### src/rtl/dmem_ctrl_if.sv
// Requester bus and dcache port of the data-memory controller.
// slave = controller side, master = requesters plus dcache side.
interface dmem_ctrl_if #(
    parameter int NPORTS = 2
);
    logic [NPORTS-1:0]        req_valid;
    logic [NPORTS-1:0]        req_ready;
    logic [NPORTS-1:0]        req_we;
    logic [NPORTS-1:0][31:0]  req_addr;
    logic [NPORTS-1:0][31:0]  req_wdata;
    logic [NPORTS-1:0][3:0]   req_wstrb;
    logic [NPORTS-1:0]        resp_valid;
    logic [31:0]              resp_rdata;
    logic                     busy;
    logic                     r_enable;
    logic [31:0]              r_addr;
    logic [31:0]              r_data;
    logic                     w_enable;
    logic [31:0]              w_addr;
    logic [31:0]              w_data;

    modport slave (
        input  req_valid, req_we, req_addr, req_wdata, req_wstrb, r_data,
        output req_ready, resp_valid, resp_rdata, busy,
               r_enable, r_addr, w_enable, w_addr, w_data
    );

    modport master (
        output req_valid, req_we, req_addr, req_wdata, req_wstrb, r_data,
        input  req_ready, resp_valid, resp_rdata, busy,
               r_enable, r_addr, w_enable, w_addr, w_data
    );
endinterface

### src/rtl/dmem_ctrl.sv
// Shares the single dcache port among NPORTS requesters; sub-word stores are read-modify-write.
// Define DMEM_CTRL_RR_EN for round-robin arbitration (default: lowest index wins).
module dmem_ctrl #(
    parameter int NPORTS = 2
) (
    input  logic       clk,
    input  logic       rst,
    dmem_ctrl_if.slave bus
);
    localparam int IW = (NPORTS > 2) ? 2 : 1;

    // state | meaning
    // IDLE  | waiting for a request; grant happens here
    // READ  | dcache read of the target word into rbuf
    // WRITE | dcache write of the (merged) word
    // RESP  | response pulse to the granted port
    typedef enum logic [1:0] {IDLE, READ, WRITE, RESP} state_t;

    state_t             state;
    logic               we_q;
    logic [31:0]        addr_q;
    logic [31:0]        wdata_q;
    logic [3:0]         wstrb_q;
    logic [IW-1:0]      gnt_q;
    logic [31:0]        rbuf;
    logic [NPORTS-1:0]  resp_valid_q;
    logic               busy_q;
    logic               r_enable_q;
    logic [31:0]        r_addr_q;
    logic               w_enable_q;
    logic [31:0]        w_addr_q;
    logic [31:0]        w_data_q;

    logic               gnt_found;
    logic [IW-1:0]      gnt_idx;
    logic [NPORTS-1:0]  gnt_onehot;
    logic               full_word;
    logic [31:0]        sel_addr;

    function automatic logic [NPORTS-1:0] port_onehot(input logic [IW-1:0] idx);
        logic [NPORTS-1:0] v;
        v = '0;
        v[idx] = 1'b1;
        return v;
    endfunction

    function automatic logic [31:0] merge_bytes(input logic [31:0] nd, input logic [31:0] old,
                                                input logic [3:0] strb);
        logic [31:0] m;
        for (int k = 0; k < 4; k++)
            m[8*k +: 8] = strb[k] ? nd[8*k +: 8] : old[8*k +: 8];
        return m;
    endfunction

`ifdef DMEM_CTRL_RR_EN
    logic [IW-1:0] rr_ptr;
    int            rr_p;

    // Search starts at the pointer and wraps, so the last winner gets lowest priority.
    always_comb begin
        gnt_found = 1'b0;
        gnt_idx   = '0;
        rr_p      = 0;
        for (int k = 0; k < NPORTS; k++) begin
            rr_p = int'(rr_ptr) + k;
            if (rr_p >= NPORTS) rr_p = rr_p - NPORTS;
            if (!gnt_found && bus.req_valid[rr_p]) begin
                gnt_found = 1'b1;
                gnt_idx   = IW'(rr_p);
            end
        end
    end
`else
    always_comb begin
        gnt_found = 1'b0;
        gnt_idx   = '0;
        for (int k = NPORTS - 1; k >= 0; k--) begin
            if (bus.req_valid[k]) begin
                gnt_found = 1'b1;
                gnt_idx   = IW'(k);
            end
        end
    end
`endif

    assign gnt_onehot = gnt_found ? port_onehot(gnt_idx) : '0;
    assign full_word  = bus.req_we[gnt_idx] && (bus.req_wstrb[gnt_idx] == 4'hF);
    assign sel_addr   = {bus.req_addr[gnt_idx][31:2], 2'b00};

    // Acceptance is visible in the IDLE cycle itself, so req_ready cannot wait for a register.
    assign bus.req_ready  = (state == IDLE && !rst) ? gnt_onehot : '0;
    assign bus.resp_valid = resp_valid_q;
    assign bus.resp_rdata = rbuf;
    assign bus.busy       = busy_q;
    assign bus.r_enable   = r_enable_q;
    assign bus.r_addr     = r_addr_q;
    assign bus.w_enable   = w_enable_q;
    assign bus.w_addr     = w_addr_q;
    assign bus.w_data     = w_data_q;

    always_ff @(posedge clk or posedge rst) begin
        if (rst) begin
            state        <= IDLE;
            we_q         <= 1'b0;
            addr_q       <= '0;
            wdata_q      <= '0;
            wstrb_q      <= '0;
            gnt_q        <= '0;
            rbuf         <= '0;
            resp_valid_q <= '0;
            busy_q       <= 1'b0;
            r_enable_q   <= 1'b0;
            r_addr_q     <= '0;
            w_enable_q   <= 1'b0;
            w_addr_q     <= '0;
            w_data_q     <= '0;
`ifdef DMEM_CTRL_RR_EN
            rr_ptr       <= '0;
`endif
        end else begin
            case (state)
                IDLE: begin
                    if (gnt_found) begin
                        we_q    <= bus.req_we[gnt_idx];
                        addr_q  <= sel_addr;
                        wdata_q <= bus.req_wdata[gnt_idx];
                        wstrb_q <= bus.req_wstrb[gnt_idx];
                        gnt_q   <= gnt_idx;
                        busy_q  <= 1'b1;
`ifdef DMEM_CTRL_RR_EN
                        rr_ptr  <= (int'(gnt_idx) == NPORTS - 1) ? '0 : gnt_idx + IW'(1);
`endif
                        if (full_word) begin
                            state      <= WRITE;
                            w_enable_q <= 1'b1;
                            w_addr_q   <= sel_addr;
                            w_data_q   <= bus.req_wdata[gnt_idx];
                        end else begin
                            state      <= READ;
                            r_enable_q <= 1'b1;
                            r_addr_q   <= sel_addr;
                        end
                    end
                end
                READ: begin
                    rbuf       <= bus.r_data;
                    r_enable_q <= 1'b0;
                    r_addr_q   <= '0;
                    if (we_q) begin
                        state      <= WRITE;
                        w_enable_q <= 1'b1;
                        w_addr_q   <= addr_q;
                        w_data_q   <= merge_bytes(wdata_q, bus.r_data, wstrb_q);
                    end else begin
                        state        <= RESP;
                        resp_valid_q <= port_onehot(gnt_q);
                    end
                end
                WRITE: begin
                    // Full-word stores never read, so they report the stored word instead.
                    if (wstrb_q == 4'hF) rbuf <= wdata_q;
                    w_enable_q   <= 1'b0;
                    w_addr_q     <= '0;
                    w_data_q     <= '0;
                    state        <= RESP;
                    resp_valid_q <= port_onehot(gnt_q);
                end
                RESP: begin
                    resp_valid_q <= '0;
                    busy_q       <= 1'b0;
                    state        <= IDLE;
                end
                default: state <= IDLE;
            endcase
        end
    end
endmodule

### src/flat_wrapper.sv
// flat-port wrapper written by rule: the top's interface ports become plain ports
module dmem_ctrl_flat 
#(
    parameter int NPORTS = 2
)
  (clk, rst, bus_req_valid, bus_req_we, bus_req_addr, bus_req_wdata, bus_req_wstrb, bus_r_data, bus_req_ready, bus_resp_valid, bus_resp_rdata, bus_busy, bus_r_enable, bus_r_addr, bus_w_enable, bus_w_addr, bus_w_data);
  dmem_ctrl_if #(.NPORTS(NPORTS)) bus_i ();
  input  logic clk;
  input  logic rst;
  input wire logic [$bits(bus_i.req_valid)-1:0] bus_req_valid;
  input wire logic [$bits(bus_i.req_we)-1:0] bus_req_we;
  input wire logic [$bits(bus_i.req_addr)-1:0] bus_req_addr;
  input wire logic [$bits(bus_i.req_wdata)-1:0] bus_req_wdata;
  input wire logic [$bits(bus_i.req_wstrb)-1:0] bus_req_wstrb;
  input wire logic [$bits(bus_i.r_data)-1:0] bus_r_data;
  output wire logic [$bits(bus_i.req_ready)-1:0] bus_req_ready;
  output wire logic [$bits(bus_i.resp_valid)-1:0] bus_resp_valid;
  output wire logic [$bits(bus_i.resp_rdata)-1:0] bus_resp_rdata;
  output wire logic [$bits(bus_i.busy)-1:0] bus_busy;
  output wire logic [$bits(bus_i.r_enable)-1:0] bus_r_enable;
  output wire logic [$bits(bus_i.r_addr)-1:0] bus_r_addr;
  output wire logic [$bits(bus_i.w_enable)-1:0] bus_w_enable;
  output wire logic [$bits(bus_i.w_addr)-1:0] bus_w_addr;
  output wire logic [$bits(bus_i.w_data)-1:0] bus_w_data;
  assign bus_i.req_valid = bus_req_valid;
  assign bus_i.req_we = bus_req_we;
  assign bus_i.req_addr = bus_req_addr;
  assign bus_i.req_wdata = bus_req_wdata;
  assign bus_i.req_wstrb = bus_req_wstrb;
  assign bus_i.r_data = bus_r_data;
  assign bus_req_ready = bus_i.req_ready;
  assign bus_resp_valid = bus_i.resp_valid;
  assign bus_resp_rdata = bus_i.resp_rdata;
  assign bus_busy = bus_i.busy;
  assign bus_r_enable = bus_i.r_enable;
  assign bus_r_addr = bus_i.r_addr;
  assign bus_w_enable = bus_i.w_enable;
  assign bus_w_addr = bus_i.w_addr;
  assign bus_w_data = bus_i.w_data;
  dmem_ctrl #(.NPORTS(NPORTS)) u_core (.clk(clk), .rst(rst), .bus(bus_i));
endmodule
### config.mk
export PLATFORM = sky130hd
export DESIGN_NAME = dmem_ctrl_flat
export DESIGN_NICKNAME = d
export VERILOG_FILES = /design/src/rtl/dmem_ctrl_if.sv /design/src/rtl/dmem_ctrl.sv /design/src/flat_wrapper.sv
export SDC_FILE = /design/constraint.sdc
export NUM_CORES = 1
export LEC_CHECK = 0
export ABC_CLOCK_PERIOD_IN_PS = 20100
export CAP_MARGIN = 20
export CORE_MARGIN = 2
export CORE_UTILIZATION = 24
export DETAILED_ROUTE_END_ITERATION = 8
export DONT_BUFFER_PORTS = 1
export SKIP_CTS_REPAIR_TIMING = 1
export SLEW_MARGIN = 30
export SYNTH_ARGS = -nofsm -noshare
export SYNTH_HDL_FRONTEND = slang
export SYNTH_SLANG_ARGS = --single-unit
### constraint.sdc
create_clock -name clk -period 20.1 [get_ports clk]
set_clock_uncertainty 0.2 [all_clocks]
set_input_delay 3.015 -clock clk [delete_from_list [all_inputs] [get_ports clk]]
set_output_delay 3.015 -clock clk [all_outputs]
set_load 0.02 [all_outputs]
# After elaboration in Yosys (flattened, before gate mapping)
# Cells that the tools add are included.
[classes] n_lt_le_gt_ge=4 eq_ne=11 mux=49 reduce_logical=17
[op_table] operator="32-bit two-way mux" n=13
[op_table] operator="32-bit case mux with 3 select lines" n=2
[op_table] operator="32-bit case mux with 2 select lines" n=2
[op_table] operator="8-bit two-way mux" n=4
[op_table] operator="1-bit two-way mux" n=14
[op_table] operator="2-bit two-way mux" n=5
[op_table] operator="4-bit == test, second input constant" n=2
[op_table] operator="4-bit two-way mux" n=2
[op_table] operator="2-bit by 1-bit != test with 1-bit output, second input constant" n=4
[op_table] operator="2-bit case mux with 4 select lines" n=1
[op_table] operator="2-bit AND reduction" n=4
[op_table] operator="2-bit case mux with 3 select lines" n=1
[op_table] operator="2-bit nonzero test" n=3
[op_table] operator="3-bit nonzero test" n=2
[op_table] operator="2-bit == test, second input constant" n=2
[op_table] operator="1-bit logical AND" n=4
[op_table] operator="1-bit by 2-bit < comparator with 1-bit output, second input constant" n=2
[op_table] operator="2-bit != test, second input constant" n=2
[op_table] operator="1-bit case mux with 2 select lines" n=2
[op_table] operator="4-bit AND reduction" n=1
[op_table] operator="1-bit case mux with 3 select lines" n=1
[op_table] operator="3-bit AND reduction" n=1
[op_table] operator="1-bit demux with 1-bit select" n=2
[op_table] operator="2-bit by 1-bit == test with 1-bit output, second input constant" n=1
[op_table] operator="other kinds (3)" n=4
[word_totals] regBits=203 in_bits=174 wordCells=95

# Logic depth before layout (Yosys ltp)
# Gate-level depths: netlist of run 1.
[logic_depth] word_depth=9 ltp_mapped=9 depth_no_buf=7

# Worst setup path after synthesis of run 1
# Ideal clock, no wire load.
[synth_timing] path_kind="input to output" from="input rst" to="output bus_req_ready[0]" arrival_ps=7844 path_slack_ps=9041 cell_stages=2 cell_sequence="inv_1 > and3_1"
[synth_via] elab_chain_len=3
[synth_rtl] element="from (decl)" line_no="flat_wrapper.sv:9" rtl="input logic rst;"
[synth_rtl] element="1-bit logical NOT" line_no="dmem_ctrl.sv:91" rtl="assign bus.req_ready = (state == IDLE && !rst) ? gnt_onehot : '0;"
[synth_rtl] element="1-bit logical AND" line_no="dmem_ctrl.sv:91"
[synth_rtl] element="2-bit two-way mux" line_no="dmem_ctrl.sv:91"
[synth_rtl] element="to (decl)" line_no="flat_wrapper.sv:16" rtl="output wire logic [$bits(bus_i.req_ready)-1:0] bus_req_ready;"
# Every way passes these cells.

# Worst setup path after layout of run 1
[layout_timing] from="input bus_req_valid[0]" to="output bus_req_ready[1]"
[layout_via] elab_chain_len=7 word_cells_on_any_way=9 classes_between="order compare: 2; mux: 6; reduce/logical: 1"
[layout_rtl] element="from (decl)" line_no="flat_wrapper.sv:10" rtl="input wire logic [$bits(bus_i.req_valid)-1:0] bus_req_valid;"
[layout_rtl] element="1-bit two-way mux" line_no="dmem_ctrl.sv:78" rtl="if (bus.req_valid[k]) begin"
[layout_rtl] element="1-bit by 2-bit < comparator with 1-bit output (not written as such) / 1-bit >= comparator (equally long branches)" line_no="dmem_ctrl.sv:43" rtl="v[idx] = 1'b1;"
[layout_rtl] element="1-bit logical AND (not written as such)" line_no="dmem_ctrl.sv:43"
[layout_rtl] element="1-bit two-way mux (not written as such)" line_no="dmem_ctrl.sv:43"
[layout_rtl] element="1-bit demux with 1-bit select"
[layout_rtl] element="2-bit two-way mux (*)" line_no="dmem_ctrl.sv:86" rtl="assign gnt_onehot = gnt_found ? port_onehot(gnt_idx) : '0;"
[layout_rtl] element="2-bit two-way mux (*)" line_no="dmem_ctrl.sv:91"
# Every way passes the cells marked *; elsewhere a longest branch is shown, timed or not.

==> metrics.csv, run 1 <==
metric;value;unit
dr_wl_met2;12480;um
finalMaxSlewViolations;0;
htree_levels;4;
max_freq;139.0;MHz
hold_violations;0;
drive_gt1_frac;0.1387;
hold_start;u_core.addr_q[11];
min_to;u_core.addr_q[11];
yosysSeqAreaShare;0.5354;
numCtsBuffers;17;
fp.dieH;200.9;um
worst_pin_slew;0.8528;ns
rsz0062_at_grt;false;
period_share;0.3579;
hpwlAfterDp;18000;um
fp.dieW;200.9;um
crit_chain;nand2b_4 > nor3_1;
crit_path_start;bus_req_valid[0];
max_slew_margin;0.4315;
synthCells;837;
hold_class;flip-flop to flip-flop;
synth_edf_count;0;
num_rows;72;
grt_pass1_wl;41140;um
setup_viol;0;
synth_seq_cells;199;
tritoncts;yes;
multiInputGateArea;0.004043;mm2
routed.top_layer;met4;
clk_latency;0.47;ns
dp_slack;12.88;ns
r2r-start;u_core.state[0];
worstSetupPathType;primary input to output port;
n_antenna_cell;0;
synth_area_leader_cell;dfrtp_1;
vias_per_cell;4.702;
grt.overflow.total;0;
worst_slack;12.91;ns
die-area;0.04035;mm2
drt_iter0_drc;274;
first_pass_iters;4;
powerDensity;191.0;mW/mm2
synth_area_leaders;dfrtp_1 54%, mux2i_1 14%, o21ai_0 7.0%, mux2_2 6.9%, nand2_1 4.4%;
cp_top_family;simple AND/OR/NAND/NOR gates;
initial_core_util;0.2418;
area_delta_synth_final;11.92;%
period_needed;7.194;ns
yosysTopAreaCellShare;0.5354;
cts_root_buf;clkbuf_16;
worst_path_largest_cell_delay;0.61;ns
reg2reg_to;u_core.bus.w_data[23];
endpoint_kind;output port;
leakage;0.004657;uW
route.detailed.drc;0;
ioPinCount;309;
async_reset_ff_frac;1.000;
clk_pin_slew;0.07;ns
grt_use_total;0.1354;
crit_buf_inv;0;
grt_pass1_vias;6617;
vias;6268;
antenna_found_initial;0;
arrival;3.98;ns
fin_setup_tns;0;ns
wl_met1;11680;um
synth_area;0.009301;mm2
ys.flop_type;dfrtp_1;
nets;981;
num-fill-cells;4067;
min_path_cells;2;
cts.sinks;199;
portBuffers;0;
grt_max_degree;74;
finalWirelength;26630;um
wl_per_cell;19.98;um
maxCapViolCount;0;
crit_fanout;26;
ir_worst_vdd;0.1181;mV
place_congestion;0.7695;
crit_path_top_delay_cell;nor3_1;
syn_area_per_cell;11.11;um2
yosys_warnings;0;
ys_types;32;
clockBufferDepth;2;
antenna_left;0;
status;complete, no violations;
startpoint_type;primary input;
ff2ff_setup_slack;17.16;ns
required;16.89;ns
core-area;0.03847;mm2
seq_area;0.004980;mm2
wl_met3;2084;um
r2r_cells;6;
[where the power goes]
group / total (uW) / internal, uW / switching [uW] / leakage, uW
Sequential: 903 / 594 / 309 / 0.00250
Clock: 348 / 178 / 170 / 0.000286
Combinational: 738 / 317 / 420 / 0.00187
Total: 1990 / 1090 / 899 / 0.00466
[sequential cells by signal, summed over array words and instances (netlist names), 2 cells and up]
name and count:
u_core.addr_q 30, u_core.bus.r_addr 30, u_core.bus.resp_rdata 32, u_core.bus.resp_valid 2, u_core.bus.w_addr 30, u_core.bus.w_data 32
u_core.state 2, u_core.wdata_q 32, u_core.wstrb_q 4
[synthesized netlist by cell type, types with 5 or more instances]
library cell	n
mux2_1	7
ha_1	5
buf_2	8
o22ai_1	32
mux2i_1	133
o2bb2ai_1	30
o21ai_0	131
a21oi_1	5
mux2_2	57
nand3_1	30
dfrtp_1	199
nand2_1	108
nor2_1	5
inv_1	7
buf_4	11
clkbuf_1	45
[worst max path at each step]
stage,end,slack (ns),depth (start not counted)
after floorplan,bus_req_ready[0],9.04,2
after global placement,bus_req_ready[1],12.89,2
after detailed placement,bus_req_ready[1],12.88,2
after CTS,bus_req_ready[1],12.89,2
after global routing,bus_req_ready[1],12.81,2
final,bus_req_ready[1],12.91,2
[per-stage QoR]
| step | cell area, um2 | util | total power [uW] | instances | hold slack (ns) |
|---|---|---|---|---|---|
| floorplan | 9313 | - | 1430 | 840 | 0.2495 |
| global placement | 9794 | 0.2546 | 1644 | 1300 | 0.2611 |
| detailed placement | 9826 | 0.2554 | 1673 | 1301 | 0.2697 |
| CTS | 10410 | 0.2705 | 2032 | 1333 | 0.2862 |
| global route | 10410 | 0.2706 | 2142 | 1333 | 0.3045 |
| finish | 10410 | 0.2706 | 1988 | 1333 | 0.2795 |
[layer usage]
metal / up-vias / GRT usage
li1: 2914 / -
met1: 3098 / 0.1671
met2: 229 / 0.2182
met3: 27 / 0.05016
met4: 0 / 0.04497
met5: - / 0
[cells in the final DEF (no fill, tap or decap), drive strengths merged, types with 2 or more instances in the layout]
cell type	count
nand3	30
buf	13
nand4	2
ha	5
o2bb2ai	30
o21ai	132
mux2	65
o22ai	32
nor3	3
dfrtp	199
conb	4
nor2	5
clkinv	7
a21oi	6
mux2i	133
and3	2
nand2	108
inv	12
clkbuf	18
[final cells by class]
class | instances | area share
sequential | 199 | 0.4784
multi-input combinational | 564 | 0.3883
tap | 518 | 0.06226
clock buffer | 18 | 0.04219
clock inverter | 14 | 0.01358
timing repair buffer | 13 | 0.01202
inverter | 7 | 0.003245
[cells by family after synthesis]
logic type | synth area share
other cells | 0.0004032
compound gates | 0.1274
flops | 0.5354
mux | 0.2222
simple gates | 0.06887
fa+ha+maj | 0.006726
buf+inv | 0.03901
Note: power is estimated with default switching activity, not from simulation.
==> run 2, diff against run 1 <==
--- a/config.mk
+++ b/config.mk
@@ -5,7 +5,7 @@
 export SDC_FILE = /design/constraint.sdc
 export NUM_CORES = 1
 export LEC_CHECK = 0
-export ABC_CLOCK_PERIOD_IN_PS = 20100
+export ABC_CLOCK_PERIOD_IN_PS = 6600
 export CAP_MARGIN = 20
 export CORE_MARGIN = 2
 export CORE_UTILIZATION = 24
==> constraint.sdc (replaced) <==
create_clock -name clk -period 6.6 [get_ports clk]
set_clock_uncertainty 0.2 [all_clocks]
set_input_delay 0.99 -clock clk [delete_from_list [all_inputs] [get_ports clk]]
set_output_delay 0.99 -clock clk [all_outputs]
set_load 0.02 [all_outputs]
==> metrics.csv, run 2 (synthesized netlist as in run 1, its figures left out) <==
metric;value;unit
final_common_cell;dfrtp_1;
power;6224;uW
reg2reg_to;u_core.bus.resp_rdata[29];
hpwlAfterDp;18580;um
ff2ff_setup_slack;3.29;ns
vias;6258;
grt_max_degree;94;
min_path_cells;2;
cts.sinks;199;
clk_pin_slew;0.07;ns
ioPinCount;309;
arrival;3.42;ns
clockBufferDepth;2;
htree_levels;4;
clk_latency;0.45;ns
status;complete, no violations;
hold_start;u_core.addr_q[6];
worst_pin_slew;0.8766;ns
drive_gt1_frac;0.1406;
worst_slack;3.286;ns
required;6.71;ns
route.detailed.drc;0;
max_freq;301.8;MHz
endpoint_kind;flip-flop;
drt_iter0_drc;227;
grt_use_total;0.1343;
dp_slack;2.858;ns
num_rows;72;
ir_worst_vdd;0.1918;mV
leakage;0.004714;uW
grt_pass1_wl;40800;um
crit_fanout;34;
fp.dieW;200.9;um
area_delta_synth_final;13.44;%
wl_per_cell;19.97;um
portBuffers;0;
max_slew_margin;0.4156;
initial_core_util;0.2418;
cts_root_buf;clkbuf_16;
nets;986;
r2r-start;u_core.state[0];
antenna_left;0;
hold_class;flip-flop to flip-flop;
r2r_cells;7;
die-area;0.04035;mm2
stdcell_area;0.01055;mm2
core-area;0.03847;mm2
first_pass_iters;4;
startpoint_type;flip-flop;
min_to;u_core.addr_q[6];
grt_pass1_vias;6454;
maxCapViolCount;0;
grt.overflow.total;0;
placed_area;0.009832;mm2
final_cell_mix;199 x dfrtp_1, 133 x mux2i_1, 131 x o21ai_0;
vias_per_cell;4.677;
powerDensity;589.9;mW/mm2
worstSetupPathType;flip-flop to flip-flop;
period_share;0.5021;
setup_viol;0;
numCtsBuffers;17;
finalWirelength;26730;um
tritoncts;yes;
fp.dieH;200.9;um
antenna_found_initial;1;
finalMaxSlewViolations;0;
fin_setup_tns;0;ns
period_needed;3.314;ns
hold_violations;0;
place_congestion;0.7899;
rsz0062_at_grt;false;
==> run 2: changes by cell type in the layout (fill, tap and decap cells not counted), moves of 2 or more <==
cell / delta
buf_4: +4
bufinv_16: +4
inv_8: -2
diode_2: +2
inv_6: -2
clkinv_2: -3
==> run 2: worst max path at each step <==
stage                startpoint                   endpoint  slack (ns)
5_1_grt         u_core.state[0]  u_core.bus.resp_rdata[29]        2.98
6_report        u_core.state[0]  u_core.bus.resp_rdata[29]        3.29
2_1_floorplan               rst           bus_req_ready[0]        0.77
3_5_place_dp   bus_req_valid[0]      u_core.bus.w_data[23]        2.86
3_3_place_gp   bus_req_valid[0]      u_core.bus.w_data[18]        2.45
4_1_cts         u_core.state[0]  u_core.bus.resp_rdata[29]        3.25
==> run 2: metal layers <==
metal  part of all wire  global-route usage
met5            0.00045                   0
met4              0.015             0.04841
met3              0.079             0.05422
met2               0.46              0.2123
met1               0.44              0.1648
==> run 2: layout make-up <==
class                           count  area (um2)
Inverter                            7       30.03
Tap cell                          518       648.1
Timing Repair Buffer               18       186.4
Clock inverter                     10       192.7
Sequential cell                   199        4980
Multi-Input combinational cell    564        4053
Antenna cell                        2       5.005
Fill cell                        4044       27920
Clock buffer                       20       456.7
==> run 2: critical path, cell delays in order, from the launching register on <==
cell and delay (ns):
dfrtp_1 0.43, inv_1 0.18, ha_2 0.19, buf_4 0.57, inv_1 0.22, a21oi_4 0.70
buf_4 0.45, o21ai_0 0.18
==> run 2: stage by stage <==
stage,hold WS (ns),util,cells
floorplan,0.2495,-,840
global placement,0.2616,0.2551,1303
detailed placement,0.2697,0.2556,1304
CTS,0.2862,0.2725,1334
global route,0.3074,0.2742,1336
finish,0.2816,0.2743,1338
==> run 2: where the power goes <==
group,total [uW],internal [uW],switching [uW]
clock,1170,693,481
sequential,2750,1810,938
combinational,2300,998,1300
total,6220,3500,2720
